<file path="config.mk">
export PLATFORM = sky130hd
export DESIGN_NAME = dtcm_ctrl
export DESIGN_NICKNAME = d
export VERILOG_FILES = /design/src/rtl/dtcm_ctrl.sv
export SDC_FILE = /design/constraint.sdc
export NUM_CORES = 1
export LEC_CHECK = 0
export ABC_CLOCK_PERIOD_IN_PS = 3000
export CAP_MARGIN = 20
export CORE_MARGIN = 2
export CORE_UTILIZATION = 33
export CTS_CLUSTER_DIAMETER = 60
export DETAILED_ROUTE_END_ITERATION = 10
export HOLD_SLACK_MARGIN = 0.03
export PLACE_DENSITY = 0.86
export REMOVE_ABC_BUFFERS = 1
export SYNTH_ARGS = -nofsm -noshare
export SYNTH_HDL_FRONTEND = slang
export SYNTH_SLANG_ARGS = --single-unit
</file>
<file path="constraint.sdc">
create_clock -name clk -period 3 [get_ports clk]
set_input_delay 0.45 -clock clk [delete_from_list [all_inputs] [get_ports clk]]
set_output_delay 0.45 -clock clk [all_outputs]
set_load 0.01 [all_outputs]
</file>
<file path="src/rtl/dtcm_ctrl.sv">
// DTCM controller: LSU command/response channel to a single-port, one-cycle-read SRAM.
// Define DTCM_RSP_FIFO_EN for a two-entry response FIFO; otherwise a single holding register.

// Fallback values when the shared defines file has not been included ahead of this one.
`ifndef XLEN
`define XLEN 32
`endif
`ifndef DTCM_ADDR_WIDTH
`define DTCM_ADDR_WIDTH 16
`endif
`ifndef DTCM_RAM_AW
`define DTCM_RAM_AW (`DTCM_ADDR_WIDTH-2)
`endif

module dtcm_ctrl (
    input  logic                        clk,
    input  logic                        rst_n,
    input  logic                        dtcm_cmd_valid,
    output logic                        dtcm_cmd_ready,
    input  logic                        dtcm_cmd_read,
    input  logic [`DTCM_ADDR_WIDTH-1:0] dtcm_cmd_addr,
    input  logic [`XLEN-1:0]            dtcm_cmd_wdata,
    input  logic [`XLEN/8-1:0]          dtcm_cmd_wmask,
    output logic                        dtcm_rsp_valid,
    input  logic                        dtcm_rsp_ready,
    output logic [`XLEN-1:0]            dtcm_rsp_rdata,
    output logic                        ram_cs,
    output logic                        ram_we,
    output logic [`DTCM_RAM_AW-1:0]     ram_addr,
    output logic [`XLEN/8-1:0]          ram_wem,
    output logic [`XLEN-1:0]            ram_din,
    input  logic [`XLEN-1:0]            ram_dout
);

    localparam int unsigned XLEN            = `XLEN;
    localparam int unsigned DTCM_ADDR_WIDTH = `DTCM_ADDR_WIDTH;
`ifdef DTCM_RSP_FIFO_EN
    localparam int unsigned RSP_DEPTH       = 2;
`else
    localparam int unsigned RSP_DEPTH       = 1;
`endif
    localparam int unsigned CNT_W           = 2;
    localparam int unsigned PTR_W           = 1;

    logic                 cmd_hs;
    logic                 rsp_hs;
    logic [CNT_W-1:0]     cnt;
    logic                 infl_vld;
    logic                 infl_rd;
    logic                 infl_push;
    logic                 buf_head;
    logic                 buf_pop;
    logic [RSP_DEPTH-1:0] buf_vld;
    logic [XLEN-1:0]      buf_data [RSP_DEPTH];
    logic [PTR_W-1:0]     wr_ptr;
    logic [PTR_W-1:0]     rd_ptr;
    logic                 unused_addr_lsb;

    function automatic logic [PTR_W-1:0] ptr_inc(input logic [PTR_W-1:0] p);
        return (p == PTR_W'(RSP_DEPTH - 1)) ? '0 : p + 1'b1;
    endfunction

    assign unused_addr_lsb = ^dtcm_cmd_addr[1:0];

    // Buffered responses are always older than the one in flight, so they go first.
    assign buf_head = buf_vld[rd_ptr];

    always_comb begin
        dtcm_rsp_valid = 1'b0;
        dtcm_rsp_rdata = '0;
        if (buf_head) begin
            dtcm_rsp_valid = 1'b1;
            dtcm_rsp_rdata = buf_data[rd_ptr];
        end else if (infl_vld) begin
            dtcm_rsp_valid = 1'b1;
            dtcm_rsp_rdata = infl_rd ? ram_dout : '0;
        end
    end

    assign rsp_hs         = dtcm_rsp_valid & dtcm_rsp_ready;
    assign dtcm_cmd_ready = (cnt < CNT_W'(RSP_DEPTH)) | rsp_hs;
    // Gated by rst_n so the SRAM stays idle for the whole reset window.
    assign cmd_hs         = dtcm_cmd_valid & dtcm_cmd_ready & rst_n;

    assign ram_cs   = cmd_hs;
    assign ram_we   = cmd_hs & ~dtcm_cmd_read;
    assign ram_addr = dtcm_cmd_addr[DTCM_ADDR_WIDTH-1:2];
    assign ram_wem  = dtcm_cmd_wmask;
    assign ram_din  = dtcm_cmd_wdata;

    // In-flight response that is not taken this cycle drops into the buffer.
    assign infl_push = infl_vld & (buf_head | ~dtcm_rsp_ready);
    assign buf_pop   = buf_head & dtcm_rsp_ready;

    always_ff @(posedge clk or negedge rst_n) begin
        if (!rst_n) begin
            cnt      <= '0;
            infl_vld <= 1'b0;
            infl_rd  <= 1'b0;
            wr_ptr   <= '0;
            rd_ptr   <= '0;
            buf_vld  <= '0;
        end else begin
            infl_vld <= cmd_hs;
            infl_rd  <= dtcm_cmd_read;
            if (cmd_hs && !rsp_hs) begin
                cnt <= cnt + CNT_W'(1);
            end else if (!cmd_hs && rsp_hs) begin
                cnt <= cnt - CNT_W'(1);
            end
            if (infl_push) begin
                buf_vld[wr_ptr] <= 1'b1;
                wr_ptr          <= ptr_inc(wr_ptr);
            end
            if (buf_pop) begin
                buf_vld[rd_ptr] <= 1'b0;
                rd_ptr          <= ptr_inc(rd_ptr);
            end
        end
    end

    // Payload storage needs no reset; the valid flags qualify it.
    always_ff @(posedge clk) begin
        if (infl_push) begin
            buf_data[wr_ptr] <= infl_rd ? ram_dout : '0;
        end
    end

endmodule

</file>
==> results by group, run 1 <==
Floorplan
  • Die footprint: 7160 um2
  • # IOs: 175
  • Initial Utilization: roughly a third
  • Placeable Area: 6310 um2
  • Die H: 84.6 um
  • Die Wd: 84.6 um
  • FP Rows: 29

Setup path
  • Critical Path RT: 2.55 ns
  • Reg2reg start: buf_vld
  • Nature of the critical path endpoint: output port
  • R2R depth: 4
  • Crit path max fanout: 32
  • Reg-to-reg slack, setup: 0.98 ns
  • Critical Path Source Type: flop
  • FF-to-FF End: buf_data[0][26]
  • CP arrival: 2.09 ns
  • Critical path type: flop to output port

Layout
  • Register area: ~1100 um2
  • Ant diodes: 0
  • Layout cells sized above 1: under 10%
  • Fin area: 2660 um2
  • Filler cell count: just under 600
  • Util after Layout: between 40% and 50%
  • Multi-input gate area: ~600 um2
  • Final nets: between 200 and 300
  • Synth-to-Final Area Change: 23.8%

Clocking
  • Clk buf depth: 2
  • Skew-Pair Late Insertion Delay: 0.28 ns
  • CTS buffer count: 5
  • CTS Root Cell: clkbuf_8
  • CTS tree: yes
  • Setup Buffers After CTS: 0
  • Clock slew at reported path FFs: ~0.080 ns
  • Clock Sinks: 37
  • Post-CTS Hold Buffers: 0
  • Depth of the CTS H-tree: 2
  • CTS resizes: 0

Routing
  • Pre-Repair DR Iteration Count: 4
  • Routed Antenna Nets: 0
  • WL/cell: 24.5 um
  • DRC viols: 0
  • Routed via count: 1,415
  • DRT iter0 DRCs: 39
  • Via density: 5.05
  • Routed WL: 6.86 mm

Synth
  • Synth Register Bits: 37
  • Seq/Total Area, Yosys: 50.6%
  • Synth warn: 0
  • Average size of a mapped cell: roughly 12 um2
  • Yosys cell types: 20
  • Synth Cell Area: 2150 um2
  • Mapped Cells: between 150 and 200

Pwr
  • Power Total: 1540 uW
  • VDD IR max: 0.000260 V
  • Power Density: 581 nW/um2
  • Leak Pwr: around 0.00095 uW

Global routing
  • M3 GR Usage: between 20% and 30%
  • Initial antenna violation count: 0
  • Grt met1 use: 19.8%
  • GR Util met2: about a quarter
  • GRT overflow: 0
  • GRT Total Usage: between 10% and 20%
  • Largest net degree at the start of global routing: 34
  • Vias in the first global route: 1,477
  • First-pass GRT wire length: 9.73 mm
  • GRT busiest layer: met2

STA
  • Clock skew: about 0.0084 ns
  • Min Clock Period, post-route: about 2.5 ns
  • Fmax: ~390 MHz
  • RSZ-0062 raised after global routing: no
  • Worst-margin pin slew: 0.775 ns
  • Final period util: 84.8%
  • Setup tns final: 0 ns
  • Hold WS: 0.394 ns
  • Final setup fails: 0
  • Final Hold Viols: 0
  • Slew headroom: about 48%
  • Final Max Slew Viols: 0

Placement
  • I/O Buffers: 72
  • Final RePlAce weighted congestion: 0.712
  • Area post-placement: 2540 um2
  • Final HPWL DP: ~5.5 mm

Status
  • Status: complete, no violations

Min path
  • Worst min-delay path class: primary input to asynchronous set/reset pin

Flow run
  • Max_cap viols: 0
-- state kept, by name, summed over array words and instances (netlist names) --
name      count
buf_data     32
cnt           2
buf_vld       1
infl_rd       1
infl_vld      1
-- power breakdown --
part           leakage (uW)  internal [uW]  total (uW)  switching, uW
Combinational      0.000536            259         465            207
Sequential         0.000358            616         639           23.5
Clock             0.0000574            270         439            169
-- critical path, cell delays in order (launching register included) --
cell	delay, ns
dfrtp_1	0.85
and2_1	0.28
a22o_1	0.13
clkdlybuf4s50_1	0.55
-- synth_stat cells --
master | instances | area, um2
a211oi_1 | 1 | 7.51
a21boi_1 | 1 | 7.51
a21oi_1 | 1 | 5.00
a22o_1 | 32 | 280
and2_1 | 32 | 200
buf_2 | 4 | 20.0
buf_4 | 50 | 375
buf_6 | 5 | 56.3
clkbuf_1 | 2 | 7.51
dfrtp_1 | 5 | 125
edfxtp_1 | 32 | 961
ha_1 | 2 | 25.0
inv_1 | 4 | 15.0
nand2_1 | 3 | 11.3
nor2b_1 | 1 | 6.26
nor2b_2 | 1 | 8.76
o21ai_1 | 2 | 10.0
or2_1 | 1 | 6.26
xnor2_1 | 1 | 8.76
xor2_1 | 1 | 8.76
-- area by class of cell --
type	count	share of cell area [%]
clock buffers	6	3.11
multi-input cells	79	22.5
repair buffers	75	28.0
inverters	4	0.565
flip-flops and latches	37	40.9
well taps	77	3.63
clock inverters	2	1.41
-- layout by cell type (no fill, tap or decap) --
cell type	instances
a211oi_1	1
a21boi_4	1
a21oi_1	1
a22o_1	32
and2_1	32
buf_4	3
bufinv_16	1
clkbuf_8	6
clkdlybuf4s50_1	72
clkinvlp_4	1
dfrtp_1	5
edfxtp_1	32
ha_1	2
inv_1	4
nand2_1	3
nor2b_1	1
nor2b_2	1
o21ai_1	2
or2_1	1
xnor2_1	1
xor2_1	1
-- per-stage QoR --
step	std cells	worst slack [ns]
2_1_floorplan	120	0.0597
3_3_place_gp	272	0.499
3_5_place_dp	272	0.519
4_1_cts	280	0.425
5_1_grt	280	0.281
6_report	280	0.457
-- cells by family (layout without fill, tap and decap cells) --
logic type	Yosys count	after routing	share of synthesized area, %
fa+ha+maj	2	2	1.17
flops	37	37	50.6
xor+xnor	2	2	0.816
simple gates	38	38	10.8
buf+inv	65	87	22.1
compound gates	37	37	14.5
-- how the worst max path moves through the flow --
stage / start / end / slack (ns) / cells past startpoint
2_1_floorplan: buf_vld / buf_data[0][0] / 0.06 / 2
3_3_place_gp: dtcm_rsp_ready / ram_we / 0.50 / 4
3_5_place_dp: rst_n / ram_we / 0.52 / 4
4_1_cts: infl_rd / dtcm_rsp_rdata[16] / 0.43 / 3
5_1_grt: infl_rd / dtcm_rsp_rdata[16] / 0.28 / 3
6_report: infl_rd / dtcm_rsp_rdata[16] / 0.46 / 3
-- layer usage --
layer,wire (um),share of wire (%)
met1,2410,35
met2,2660,39
met3,1700,25
met4,19,0.28
met5,71,1.0
Note: power is estimated with default switching activity, not from simulation.
==> inputs of run 2 (changes only) <==
Settings changed: ABC_CLOCK_PERIOD_IN_PS 3000 to 2450.
Clock period 3 ns to 2.45 ns, I/O delays scaled along.
==> run 2 against run 1 <==
  * Sequential power up 22%
  * Largest power group unchanged
  * Highest routed layer unchanged
  * Power rose by 24%
  * Register-to-register slack worse by 0.13 ns
  * Via count rose by 1.8%
  * Routed wire length is 0.22% higher
  * Clock power rose by 25%
  * Flip-flop and latch count stayed put
  * Largest cell class unchanged
==> results by group, run 2 (same netlist as run 1, synthesis figures left out) <==
Routing
  • WL/cell: 24.2 um (-1.2%)
  • Routed WL: 6.87 mm (+0.22%)
  • Detail Route met2 WL: 2.65 mm (-0.23%)
  • Routed via count: 1,440 (+1.8%)
  • DRT iter0 DRCs: 44 (+13%)
  • Pre-Repair DR Iteration Count: 4 (unchanged)
  • Via density: 5.07 (+0.33%)
  • DR WL met3: 1.65 mm (-3.1%)
  • Routed Antenna Nets: 0 (unchanged)
  • M1 WL: 2.44 mm (+1.5%)
  • Max layer used: met5
  • DRC viols: 0 (unchanged)

Global routing
  • Initial antenna violation count: 0 (unchanged)
  • First-pass GRT wire length: 9.75 mm (+0.21%)
  • Vias in the first global route: 1,440 (-2.5%)
  • GRT overflow: 0 (unchanged)
  • Largest net degree at the start of global routing: 33 (-2.9%)
  • GRT Total Usage: 19.1% (-0.032 points)

STA
  • Slew headroom: 71.7% (+23 points)
  • Final Max Slew Viols: 0 (unchanged)
  • RSZ-0062 raised after global routing: no
  • Final setup fails: 0 (unchanged)
  • Final Hold Viols: 0 (unchanged)
  • Min Clock Period, post-route: 2.28 ns
  • Final period util: 93.0%
  • Hold WS: 0.370 ns (-0.0239 ns)
  • Worst-margin pin slew: 0.424 ns (-0.350 ns)
  • Setup tns final: 0 ns (unchanged)
  • Fmax: 439 MHz
  • Clock skew: 0.0122 ns (+0.00374 ns)
  • Final WS setup: 0.170 ns (-0.287 ns)

Pwr
  • Power Total: 1910 uW (+24%)
  • Leak Pwr: 0.000971 uW (+2.1%)
  • VDD IR max: 0.000455 V (+75%)
  • Power Density: 710 nW/um2 (+22%)

Setup path
  • R2R depth: 4 (unchanged)
  • FF-to-FF End: buf_data[0][19]
  • Nature of the critical path endpoint: output port
  • Crit path to: ram_we
  • CP arrival: 1.91 ns (-0.18 ns)
  • Critical Path RT: 2.08 ns (-0.47 ns)
  • Reg-to-reg slack, setup: 0.85 ns (-0.13 ns)
  • Critical Path Source: dtcm_rsp_ready
  • Critical Path Source Type: primary input
  • Crit path max fanout: 4 (-88%)
  • Reg2reg start: buf_vld
  • Critical path type: primary input to output port

Placement
  • DP Worst Slack: 0.182 ns (-0.337 ns)
  • I/O Buffers: 72 (unchanged)
  • Final HPWL DP: 5.60 mm (+1.1%)
  • Final RePlAce weighted congestion: 0.717 (+0.73%)

Clocking
  • CTS buffer count: 5 (unchanged)
  • Skew-Pair Late Insertion Delay: 0.29 ns (about the same)
  • Clock slew at reported path FFs: 0.08 ns (about the same)
  • Clock Sinks: 37 (unchanged)
  • CTS tree: yes
  • Setup Buffers After CTS: 0 (unchanged)
  • Clk buf depth: 2 (unchanged)
  • CTS Root Cell: clkbuf_8
  • Depth of the CTS H-tree: 2 (unchanged)
  • Post-CTS Hold Buffers: 0 (unchanged)
  • CTS resizes: 0 (unchanged)

Layout
  • Max FFs per register: 32 (unchanged)
  • Final nets: 297 (+1.4%)
  • Reg with most FFs: buf_data
  • Most frequent cells in the layout: clkdlybuf4s50_1 (72), and2_1 (32), a22o_1 (32), edfxtp_1 (32), buf_4 (7)
  • Layout cells sized above 1: 8.21% (+1.8 points)
  • Synth-to-Final Area Change: 25.2%
  • Biggest regs: buf_data (32), cnt (2)
  • Filler cell count: 620 (+4.0%)
  • Ant diodes: 0 (unchanged)
  • Commonest non-fill, non-tap cell in the layout: clkdlybuf4s50_1

Floorplan
  • Die H: 84.6 um (unchanged)
  • Die Wd: 84.6 um (unchanged)
  • Initial Utilization: 34.0% (unchanged)
  • FP Rows: 29 (unchanged)
  • # IOs: 175 (unchanged)
  • Die footprint: 7160 um2 (unchanged)
  • Placeable Area: 6310 um2 (unchanged)

Flow run
  • Max_cap viols: 0 (unchanged)

Min path
  • Worst min-delay path class: primary input to asynchronous set/reset pin

Status
  • Status: complete, no violations
-- run 2: cell count changes in the layout (fill, tap and decap cells not counted), sizes merged --
cell,change
buf,+4
-- run 2: routing by layer --
metal / vias up / track usage (%)
met2: 131 / 23.8
met1: 659 / 20.6
met5: - / 9.79
met3: 10 / 22.4
met4: 2 / 3.32
li1: 638 / -
-- run 2: worst max-delay path, stage by stage --
cell,delay [ns]
clkdlybuf4s50_1,0.49
o21ai_1,0.13
a211oi_1,0.33
clkdlybuf4s50_1,0.59
-- run 2: power by group --
group	internal (uW)	total, uW	switching, uW
Sequential	754	779	24.4
Clock	331	548	217
Combinational	323	581	258
Total	1410	1910	500
-- run 2: stage by stage --
stage	instance area, um2	util [%]	instances
finish	2690	42.6	284
global route	2690	42.6	284
CTS	2690	42.6	284
detailed placement	2570	40.7	276
global placement	2570	40.7	276
floorplan	1690	-	120
-- run 2: how the worst min path moves through the flow --
stage	start	endpoint	slack, ns	cells past startpoint
detailed placement	cnt[0]	cnt[0]	0.47	1
global route	rst_n	infl_rd	0.39	2
finish	rst_n	infl_rd	0.37	2
floorplan	rst_n	buf_vld	0.07	0
CTS	rst_n	cnt[1]	0.36	2
global placement	cnt[0]	cnt[0]	0.46	1
-- run 2: final cells by class --
type | count | area [um2] | area share [%]
flip-flops and latches | 37 | 1090 | 40.4
clock inverters | 2 | 37.5 | 1.40
well taps | 77 | 96.3 | 3.58
inverters | 4 | 15.0 | 0.559
repair buffers | 79 | 773 | 28.8
multi-input cells | 79 | 597 | 22.2
clock buffers | 6 | 82.6 | 3.07
==> inputs of run 3 (changes only) <==
Settings changed: CORE_ASPECT_RATIO from default to 0.7, CTS_CLUSTER_DIAMETER 60 to 150.
==> run 3 against run 2 <==
  * Sequential share of layout area is 0.15 points lower
  * Global-route usage is 0.19 points higher
  * Register-to-register slack better by 0.02 ns
  * Power fell by 1.3%
  * Critical endpoint is now ram_cs
  * Largest power group unchanged
==> results by group, run 3 (same netlist as run 1, synthesis figures left out) <==
Clocking
  • CTS buffer count: 5 (unchanged)
  • Depth of the CTS H-tree: 2 (unchanged)
  • Setup Buffers After CTS: 0 (unchanged)
  • Post-CTS Hold Buffers: 0 (unchanged)
  • Clock slew at reported path FFs: 0.07 ns (about the same)
  • Skew-Pair Late Insertion Delay: 0.28 ns (about the same)
  • CTS resizes: 0 (unchanged)
  • CTS tree: yes
  • CTS Root Cell: clkbuf_8
  • Clk buf depth: 2 (unchanged)
  • Clock Sinks: 37 (unchanged)

Min path
  • Worst min-delay path class: primary input to asynchronous set/reset pin

Routing
  • DRT iter0 DRCs: 49 (+11%)
  • WL/cell: 24.3 um (+0.25%)
  • Routed Antenna Nets: 0 (unchanged)
  • Pre-Repair DR Iteration Count: 4 (unchanged)
  • DRC viols: 0 (unchanged)
  • Routed via count: 1,440 (unchanged)
  • Routed WL: 6.99 mm (+1.7%)
  • Via density: 5.00 (-1.4%)

Status
  • Status: complete, no violations

STA
  • Final WS setup: 0.194 ns (+0.0232 ns)
  • Final Hold Viols: 0 (unchanged)
  • Final setup fails: 0 (unchanged)
  • Final Max Slew Viols: 0 (unchanged)
  • Worst-margin pin slew: 0.303 ns (-0.122 ns)
  • Min Clock Period, post-route: 2.26 ns (-0.0232 ns)
  • Hold WS: 0.388 ns (+0.0179 ns)
  • Slew headroom: 79.7% (+8.0 points)
  • RSZ-0062 raised after global routing: no
  • Fmax: 443 MHz (+1.0%)
  • Clock skew: 0.00909 ns (-0.00310 ns)
  • Final period util: 92.1% (-0.95 points)

Setup path
  • Critical Path RT: 2.08 ns (about the same)
  • Critical Path Source: dtcm_rsp_ready
  • Crit path max fanout: 4 (unchanged)
  • CP max stage cell: clkdlybuf4s50_1
  • Most common cell on crit path: clkdlybuf4s50_1
  • Crit-path max cell delay: 0.60 ns (about the same)
  • CP arrival: 1.89 ns (-0.02 ns)
  • Critical path type: primary input to output port
  • CP bufs+invs: 2 (unchanged)
  • CP cell instances: clkdlybuf4s50_1 > o21ai_1 > a21oi_1 > clkdlybuf4s50_1
  • CP top delay family: buffers and inverters
  • Critical Path Source Type: primary input
  • Reg2reg start: buf_vld
  • Nature of the critical path endpoint: output port

Floorplan
  • Die Wd: 100 um (+19%)
  • Initial Utilization: 34.4% (+0.37 points)
  • Die footprint: 7170 um2 (+0.15%)
  • Placeable Area: 6250 um2 (-1.1%)
  • # IOs: 175 (unchanged)
  • Die H: 71.5 um (-16%)
  • FP Rows: 24 (-17%)

Global routing
  • Initial antenna violation count: 0 (unchanged)
  • GRT Total Usage: 19.3% (+0.19 points)
  • Vias in the first global route: 1,477 (+2.6%)
  • GRT overflow: 0 (unchanged)
  • First-pass GRT wire length: 9.73 mm (-0.21%)
  • Largest net degree at the start of global routing: 24 (-27%)

Layout
  • Ant diodes: 0 (unchanged)
  • Biggest regs: buf_data (32), cnt (2)
  • Final nets: 300 (+1.0%)
  • Most frequent cells in the layout: clkdlybuf4s50_1 (72), and2_1 (32), a22o_1 (32), edfxtp_1 (32), buf_4 (10)
  • Synth-to-Final Area Change: 25.7%
  • Layout cells sized above 1: 8.57% (+0.36 points)
  • Max FFs per register: 32 (unchanged)
  • Reg with most FFs: buf_data
  • Util after Layout: 43.2% (+0.62 points)
  • Commonest non-fill, non-tap cell in the layout: clkdlybuf4s50_1

Placement
  • Final HPWL DP: 5.42 mm (-3.1%)
  • Final RePlAce weighted congestion: 0.757 (+5.6%)
  • I/O Buffers: 72 (unchanged)
  • DP Worst Slack: 0.219 ns (+0.0374 ns)

Pwr
  • Comb pwr share: 31.6% (+1.1 points)
  • P_sw: 497 uW (-0.54%)
  • VDD IR max: 0.000371 V (-19%)
  • Leak Pwr: 0.000982 uW (+1.1%)
  • Switch share: 26.4% (+0.20 points)
  • Reg power frac: 41.3% (+0.5 points)
  • P_int: 1390 uW (-1.6%)
  • Power Density: 698 nW/um2 (-1.7%)
  • Clock share of power: 27.0% (-1.7 points)

Flow run
  • Max_cap viols: 0 (unchanged)
==> run 3: cell type report <==
type / instances / area [um2]
Clock buffer: 6 / 72.6
Clock inverter: 2 / 33.8
Fill cell: 602 / 3550
Inverter: 4 / 15.0
Multi-Input combinational cell: 79 / 597
Sequential cell: 37 / 1090
Tap cell: 78 / 97.6
Timing Repair Buffer: 82 / 796
==> run 3: through the flow <==
stage          TNS, ns  instance area, um2  std cells  total power [uW]
4_1_cts              0                2700        288              1900
3_5_place_dp         0                2590        280              1390
2_1_floorplan   -15.69                1690        120              1070
6_report             0                2700        288              1880
3_3_place_gp         0                2590        280              1380
5_1_grt              0                2700        288              1980
==> run 3: final timing paths <==
kind                                         to  slack (ns)  cells after the start
worst max-delay path                     ram_cs        0.19                      4
worst min-delay path                    buf_vld        0.39                      2
worst max register to register  buf_data[0][28]        0.87                      4
worst min register to register           cnt[0]        0.49                      1
max in group asynchronous               infl_rd        1.96                      2
min in group clk                         cnt[0]        0.49                      1
==> run 3: per-layer routing <==
layer	track usage (%)	up-vias	wire [um]
met5	9.09	-	71
met4	2.59	2	19
met3	20.9	4	1480
met2	21.2	137	2420
met1	24.5	655	2990
li1	-	642	-
==> run 3: power by group through the flow <==
| stage | logic [uW] | registers [uW] | clock network (uW) |
|---|---|---|---|
| 6_report | 596 | 779 | 509 |
| 2_1_floorplan | 261 | 807 | 0 |
| 4_1_cts | 601 | 779 | 525 |
| 3_3_place_gp | 587 | 790 | 0 |
| 3_5_place_dp | 599 | 792 | 0 |
| 5_1_grt | 647 | 785 | 551 |
